==> src/rtl/tick_generator.sv <==
// rtl/tick_generator.sv - prescaled second/minute/hour timebase with blink phase
module tick_generator #(
    parameter int CLK_HZ       = 256,
    parameter int SEC_PER_MIN  = 60,
    parameter int MIN_PER_HOUR = 60,
    parameter int PW           = $clog2(CLK_HZ)
) (
    input  logic       clk,
    input  logic       rst_n,
    input  logic       en,
    input  logic       clear,
    input  logic       fast,
    output logic       one_sec,
    output logic       one_min,
    output logic       one_hour,
    output logic [5:0] sec_count,
    output logic [5:0] min_count,
    output logic       half_sec
);

    // Terminal values, sized to the registers they are compared against
    localparam logic [PW-1:0] PRE_LAST = PW'(CLK_HZ - 1);
    localparam logic [PW-1:0] PRE_HALF = PW'(CLK_HZ / 2);
    localparam logic [5:0]    SEC_LAST = 6'(SEC_PER_MIN - 1);
    localparam logic [5:0]    MIN_LAST = 6'(MIN_PER_HOUR - 1);

    logic [PW-1:0] r_pre;
    logic [5:0]    r_sec;
    logic [5:0]    r_min;
    logic          r_one_sec;
    logic          r_one_min;
    logic          r_one_hour;
    logic          r_half;

    logic          w_pre_last;
    logic          w_tick;
    logic          w_sec_wrap;
    logic          w_min_wrap;
    logic [PW-1:0] w_pre_next;
    logic          w_half_next;

    // In fast mode the prescaler parks at 0, so leaving fast mode restarts a
    // fresh second without any extra bookkeeping.
    assign w_pre_last  = (r_pre == PRE_LAST);
    assign w_tick      = en & (fast | w_pre_last);
    assign w_sec_wrap  = w_tick & (r_sec == SEC_LAST);
    assign w_min_wrap  = w_sec_wrap & (r_min == MIN_LAST);
    assign w_pre_next  = (fast | w_pre_last) ? '0 : r_pre + PW'(1);
    assign w_half_next = ~fast & (w_pre_next < PRE_HALF);

    // Prescaler and blink phase; the phase is decoded from the next prescaler value
    always_ff @(posedge clk) begin
        if (!rst_n || clear) begin
            r_pre  <= '0;
            r_half <= 1'b1;
        end else if (en) begin
            r_pre  <= w_pre_next;
            r_half <= w_half_next;
        end
    end

    // Seconds within the minute
    always_ff @(posedge clk) begin
        if (!rst_n || clear) begin
            r_sec <= '0;
        end else if (w_tick) begin
            r_sec <= w_sec_wrap ? 6'd0 : r_sec + 6'd1;
        end
    end

    // Minutes within the hour, advanced by the minute rollover
    always_ff @(posedge clk) begin
        if (!rst_n || clear) begin
            r_min <= '0;
        end else if (w_sec_wrap) begin
            r_min <= w_min_wrap ? 6'd0 : r_min + 6'd1;
        end
    end

    // One-cycle strobes; paused, cleared or non-tick edges all drop them
    always_ff @(posedge clk) begin
        if (!rst_n || clear) begin
            r_one_sec  <= 1'b0;
            r_one_min  <= 1'b0;
            r_one_hour <= 1'b0;
        end else begin
            r_one_sec  <= w_tick;
            r_one_min  <= w_sec_wrap;
            r_one_hour <= w_min_wrap;
        end
    end

    assign one_sec   = r_one_sec;
    assign one_min   = r_one_min;
    assign one_hour  = r_one_hour;
    assign sec_count = r_sec;
    assign min_count = r_min;
    assign half_sec  = r_half;

endmodule

==> config.mk <==
export PLATFORM = sky130hd
export DESIGN_NAME = tick_generator
export DESIGN_NICKNAME = d
export VERILOG_FILES = /design/src/rtl/tick_generator.sv
export SDC_FILE = /design/constraint.sdc
export NUM_CORES = 1
export LEC_CHECK = 0
export ABC_AREA = 1
export CORE_ASPECT_RATIO = 0.8
export CORE_MARGIN = 2
export CORE_UTILIZATION = 50
export CTS_BUF_LIST = sky130_fd_sc_hd__clkbuf_4 sky130_fd_sc_hd__clkbuf_8
export CTS_CLUSTER_SIZE = 20
export DETAILED_ROUTE_END_ITERATION = 16
export PLACE_DENSITY = 0.76
export SLEW_MARGIN = 20
export SYNTH_ARGS = -nofsm -noshare
export SYNTH_HDL_FRONTEND = slang
export SYNTH_SLANG_ARGS = --single-unit
==> constraint.sdc <==
create_clock -name clk -period 3.47 [get_ports clk]
set_clock_uncertainty 0.1 [all_clocks]
set_input_delay 0.5205 -clock clk [delete_from_list [all_inputs] [get_ports clk]]
set_output_delay 0.5205 -clock clk [all_outputs]
set_load 0.02 [all_outputs]
==> out/results.txt, run 1 <==
Final Instance Count excl. Fillers = 208
hpwl dp = 1950 um
main combinational cell family by area after synthesis = simple AND/OR/NAND/NOR gates
CTS tree = built
pin count of the biggest net entering global routing = 14
setup bufs post-CTS = 0
Worst Setup End Kind = output pin
status = finished clean
final WL = 2530 um
drt drc = 0
Worst Path Arrival = 1410 ps
Die ar. = 2850 um2
Post-DRT Antenna Nets = 0
GRT Resource Usage Total = 19.5%
antenna violations before repair = 0
Tcrit/Tclk final = 58.5%
# IOs = 21
Hold Path End = r_pre[7]
max cap viols = 0
Synth Register Bits = 24
vias in the first global route = 945
clock root buffer = clkbuf_4
Synth Area in Simple Gates = 36.9%
post-synthesis compound-gate area fraction = 8.23%
main area contributors after synthesis = dfxtp_1, nand2_1, inv_1
crit start category = flop
CP max-delay cell = clkdlybuf4s50_1
dpl cells = 204
Port Buffers = 20
Cell Pwr Density = 313 nW/um2
chip height = 48.1 um
Hold Fails Final Rpt = 0
Hold WC Path Type = flop to flop
Synth area leader = dfxtp_1
Core Box Area = 2230 um2
clock sink count = 24
CTS Buf Count = 3
Antenna Cells = 0
reg2reg end = min_count[4]
hold_sp = r_pre[7]
synth unique cells = 28
setup TNS = 0 ps
Static Leak = 0.553 nW
first-pass GRT wire length = 4060 um
actual slew at the worst max-slew pin = 430 ps
reg2reg setup slack = 1630 ps
Crit Path Max Fanout = 5
Pre-antenna DRT Iters = 4
clock buffer depth = 2
Post-Syn Area = 1220 um2
YS warnings = 0
cts repair resizes = 0
WP buf/inv = 1
Clock Pin Slew Worst Setup and Hold Paths = 130 ps
cell area after layout = 1470 um2
die width = 59.1 um
maximum VDD drop = 0.000299 V
via count = 1115
Core Rows = 15
share of layout cells above drive strength 1 = 14.2%
GPL Wtd Cong = 0.895
Synth Area per Inst = 7.55 um2
post-layout util = 65.6%
First DRT Iteration DRCs = 26
RSZ-0062 raised after global routing = no
hold-critical path depth = 2
post-DR vias/cell = 5.36
Area after DPL = 1430 um2
H-tree levels = 1
Post-Synth XOR/XNOR Area = 3.60%
Rel. slew slack = 71.3%
critical path class = flop to output pin
Final setup violation count = 0
FMAX = 0.492 GHz
Slew Viols, Final = 0
drt wl/cell = 12.1 um
R2R Path Start = sec_count[0]
Synth Area in Adders = 3.09%
family with the most delay on the worst path = buffers and inverters
min Tclk post-route = 2030 ps
grt ovf = 0
Seq/Total Area, Yosys = 39.5%
Post-CTS Hold Buffers = 0
total power = 458 uW
Syn-to-layout area delta = 20.5%
syn nets = 169
post-synthesis mux area share = 0%
gate count after technology mapping = 161
fillcell total = 194
max incr delay on CP = 640 ps
crit-path cells = clkdlybuf4s50_1
share of the synthesized area in the top cell type = 39.5%
Req. time, crit path = 2850 ps
worst r2r path cells = 6
Worst-Skew Late Latency = 320 ps
fin nets = 192
Initial Util = 54.5%
## cell usage after synthesis (all sizes together)
master and count:
nand3 12, dfxtp 24, a21oi 9, nand2 41, buf 2, nand4 9
nand3b 1, ha 3, nor3 6, a22oi 1, xnor2 1, a211oi 1
inv 23, nor2 21, a21boi 1, xor2 4, o21ai 2
## flip-flops by register name, summed over array words and instances, names as in the netlist
| name | count |
|---|---|
| one_sec | 1 |
| sec_count | 6 |
| half_sec | 1 |
| one_min | 1 |
| min_count | 6 |
| one_hour | 1 |
| r_pre | 8 |
## cell type report
type	count	area, um2	share of cell area (%)
Tap cell	25	31.3	2.13
Sequential cell	24	480	32.8
Clock buffer	4	36.3	2.48
Multi-Input combinational cell	112	631	43.0
Timing Repair Buffer	20	200	13.7
Inverter	23	86.3	5.89
## cell families (layout without fill, tap and decap cells)
kind of cell	Yosys count	count (layout)
compound gates	14	14
xor+xnor	5	5
simple gates	90	90
fa+ha+maj	3	3
flops	24	24
buf+inv	25	47
## worst reg2reg max path: cells and delay by family (launching register included)
kind	cells	cell delay, ps
DFF	1	400
adders and majority gates	1	240
and+or+nand+nor	4	720
AOI/OAI and AO/OA	1	250
## worst max-delay path by stage
stage,to,startpoint,cells past startpoint,slack [ps]
6_report,sec_count[2],sec_count[2],1,1440
5_1_grt,sec_count[2],sec_count[2],1,1380
4_1_cts,sec_count[2],sec_count[2],1,1440
3_5_place_dp,r_pre[5],en,6,1190
3_3_place_gp,r_pre[4],en,6,1240
2_1_floorplan,min_count[0],sec_count[0],8,1800
## where the power goes
group          total (mW)  leakage (nW)  internal [mW]  switching, mW
Combinational      0.0317         0.338         0.0115         0.0203
Clock               0.148        0.0210         0.0643         0.0835
Sequential          0.279         0.194          0.277        0.00128
Total               0.458         0.553          0.353          0.105
## routing by layer
metal  routed length, um  track usage, %  vias up  part of all wire, %
met4                  28            5.45        0                  1.1
met1                1240            26.4      496                   49
met3                 147            5.84        4                  5.8
li1                    -               -      567                    -
met2                1110            30.9       48                   44
met5                   0               0        -                    0
## through the flow
| stage | setup slack, ps | hold WS (ps) |
|---|---|---|
| detailed placement | 1190 | 371 |
| global route | 1380 | 423 |
| CTS | 1440 | 398 |
| floorplan | 1800 | 357 |
| finish | 1440 | 400 |
| global placement | 1240 | 377 |
## placed cells by master, fill, tap and decap left out, types with 2 or more instances in the layout
cell type / Yosys / routed
a21oi_1: 7 / 7
clkbuf_4: 0 / 3
clkdlybuf4s50_1: 0 / 20
dfxtp_1: 24 / 24
ha_1: 3 / 3
inv_1: 18 / 18
inv_2: 5 / 5
nand2_1: 36 / 36
nand2_2: 3 / 3
nand2_4: 2 / 2
nand3_1: 10 / 10
nand4_1: 9 / 9
nor2_1: 16 / 16
nor2_2: 4 / 4
nor3_1: 5 / 5
o21ai_2: 2 / 2
xor2_1: 4 / 4
Note: power is estimated with default switching activity, not from simulation.
==> inputs of run 2 (changes only) <==
--- a/config.mk
+++ b/config.mk
@@ -8,11 +8,11 @@
 export ABC_AREA = 1
 export CORE_ASPECT_RATIO = 0.8
 export CORE_MARGIN = 2
-export CORE_UTILIZATION = 50
+export CORE_UTILIZATION = 49
 export CTS_BUF_LIST = sky130_fd_sc_hd__clkbuf_4 sky130_fd_sc_hd__clkbuf_8
 export CTS_CLUSTER_SIZE = 20
 export DETAILED_ROUTE_END_ITERATION = 16
-export PLACE_DENSITY = 0.76
+export PLACE_DENSITY = 0.78
 export SLEW_MARGIN = 20
 export SYNTH_ARGS = -nofsm -noshare
 export SYNTH_HDL_FRONTEND = slang
==> constraint.sdc (replaced) <==
create_clock -name clk -period 1.7 [get_ports clk]
set_clock_uncertainty 0.1 [all_clocks]
set_input_delay 0.255 -clock clk [delete_from_list [all_inputs] [get_ports clk]]
set_output_delay 0.255 -clock clk [all_outputs]
set_load 0.02 [all_outputs]
==> run 2 against run 1 <==
Design area rose by 6.1%. Clock power rose by 67%. Sequential power rose by 100%. Sequential cell count did not move. Critical path depth rose by 7. Non-clock buffer count rose by 7. Combinational power rose to 2.6 times the previous value.
==> out/results.txt, run 2 (synthesis gave the netlist of run 1 again) <==
maximum VDD drop = 0.000398 V (+33%)
drt drc = 0 (unchanged)
status = finished clean
DP Worst Slack = -53.6 ps (-1240 ps)
Cell Pwr Density = 577 nW/um2 (+84%)
Req. time, crit path = 1820 ps (-1030 ps)
GPL Wtd Cong = 0.796 (-11%)
cell area after layout = 1560 um2 (+6.1%)
H-tree levels = 1 (unchanged)
die width = 59.7 um (+0.95%)
Port Buffers = 20 (unchanged)
clock root buffer = clkbuf_4
fin nets = 199 (+3.6%)
Largest Register = r_pre
register area = 483 um2 (+0.52%)
Sequential Power Share = 63.4% (+2.6 points)
Worst Setup End Kind = flop
most frequent cells in the layout = nand2_1, dfxtp_1, inv_1, nor2_1, nand3_1
post-DR vias/cell = 5.25 (-2.0%)
Slew Viols, Final = 0 (unchanged)
clock buffer depth = 2 (unchanged)
RSZ-0062 raised after global routing = no
Hold Fails Final Rpt = 0 (unchanged)
hold_sp = r_pre[0]
max FFs per register = 8 (unchanged)
crit start category = flop
Antenna Cells = 0 (unchanged)
share of layout cells above drive strength 1 = 19.0% (+4.8 points)
Final setup violation count = 0 (unchanged)
R2R Path Start = r_pre[0]
fillcell total = 214 (+10%)
Initial Util = 50.6% (-3.8 points)
commonest non-fill, non-tap cell in the layout = nand2_1
Sw Pwr = 212 uW (+100%)
reg2reg end = min_count[3]
drt wl/cell = 12.0 um (-1.1%)
footprint of the multi-input gates = 653 um2 (+3.6%)
Rel. slew slack = 68.2% (-3.1 points)
FMAX = 0.618 GHz
first-pass GRT wire length = 4520 um (+11%)
cell internal pwr = 685 uW (+94%)
Syn-to-layout area delta = 27.9%
Static Leak = 0.740 nW (+34%)
antenna violations before repair = 0 (unchanged)
clock sink count = 24 (unchanged)
grt ovf = 0 (unchanged)
critical path class = flop to flop
hold-critical path depth = 1 (-1)
reg2reg setup slack = 80 ps (-1550 ps)
# IOs = 21 (unchanged)
clock share of power = 27.5% (-4.8 points)
Core Rows = 16 (+1)
Crit Path Max Fanout = 6 (+1)
GRT Resource Usage Total = 19.5% (+0.036 points)
Hold Path End = r_pre[0]
Final Instance Count excl. Fillers = 216 (+3.8%)
Post-DRT Antenna Nets = 0 (unchanged)
worst r2r path cells = 8 (+2)
Core Box Area = 2400 um2 (+7.6%)
Die ar. = 2900 um2 (+1.9%)
chip height = 48.6 um (+0.94%)
First DRT Iteration DRCs = 36 (+38%)
Pre-antenna DRT Iters = 4 (unchanged)
setup bufs post-CTS = 0 (unchanged)
total power = 897 uW (+96%)
CTS Buf Count = 3 (unchanged)
Hold WC Path Type = flop to flop
hpwl dp = 1960 um (+0.48%)
Worst-Skew Late Latency = 310 ps (about the same)
Tcrit/Tclk final = 95.2%
pin count of the biggest net entering global routing = 13 (-1)
Clock Pin Slew Worst Setup and Hold Paths = 120 ps (about the same)
vias in the first global route = 1067 (+13%)
actual slew at the worst max-slew pin = 476 ps (+46.7 ps)
Comb pwr share = 9.1% (+2.2 points)
final WL = 2600 um (+2.7%)
via count = 1135 (+1.8%)
max cap viols = 0 (unchanged)
sw frac = 23.6% (+0.68 points)
Post-CTS Hold Buffers = 0 (unchanged)
CTS tree = built
Worst Path Arrival = 1730 ps (+320 ps)
dpl cells = 213 (+4.4%)
Setup WS post-layout = 81.7 ps (-1360 ps)
Area after DPL = 1500 um2 (+4.7%)
min Tclk post-route = 1620 ps
## run 2: worst max-delay path by stage
stage | from | end | slack [ps]
floorplan | sec_count[0] | min_count[0] | 30
global placement | en | r_pre[0] | 50
detailed placement | en | r_pre[7] | -50
CTS | sec_count[1] | sec_count[1] | 3
global route | r_pre[0] | min_count[4] | 0.9
finish | r_pre[0] | min_count[3] | 80
## run 2: area by class of cell
cell class / count / area share [%]
tap: 27 / 2.17
multi-input combinational: 112 / 42.0
inverter: 23 / 5.55
sequential: 24 / 31.1
timing repair buffer: 27 / 17.8
clock buffer: 3 / 1.45
## run 2: timing repair
action,4_1_cts,5_1_grt
endpoints found under the setup margin,5,24
endpoints found under the hold margin,0,0
resized for setup,5,14
## run 2: stage by stage
| step | hold WS [ps] | setup TNS (ps) | utilization (%) |
|---|---|---|---|
| after global placement | 371 | 0 | 62.3 |
| after floorplan | 296 | 0 | - |
| after CTS | 394 | 0 | 63.0 |
| after global routing | 391 | 0 | 64.7 |
| final | 370 | 0 | 64.7 |
| after detailed placement | 365 | -118 | 62.3 |
## run 2: critical path, cell delays in order (launching register included)
cell and delay [ps]:
dfxtp_2 370, ha_2 200, nand2_1 100, nor2_4 130
nand2_4 90, nand2_4 110, nand3_4 130, o21ai_4 200
nor2_1 80
## run 2: power groups by stage
stage	clock (mW)	sequential (mW)	combinational (mW)
3_5_place_dp	0	0.581	0.0795
4_1_cts	0.254	0.568	0.0799
3_3_place_gp	0	0.581	0.0773
5_1_grt	0.277	0.569	0.0892
6_report	0.247	0.568	0.0819
2_1_floorplan	0	0.584	0.0414
## run 2: routing by layer
metal | global-route usage (%) | up-vias | part of all wire (%) | routed length [um]
li1 | - | 579 | - | -
met3 | 5.35 | 7 | 5.4 | 140
met4 | 3.70 | 0 | 1.1 | 29
met1 | 25.7 | 513 | 45 | 1160
met5 | 0 | - | 0 | 0
met2 | 31.9 | 36 | 49 | 1270
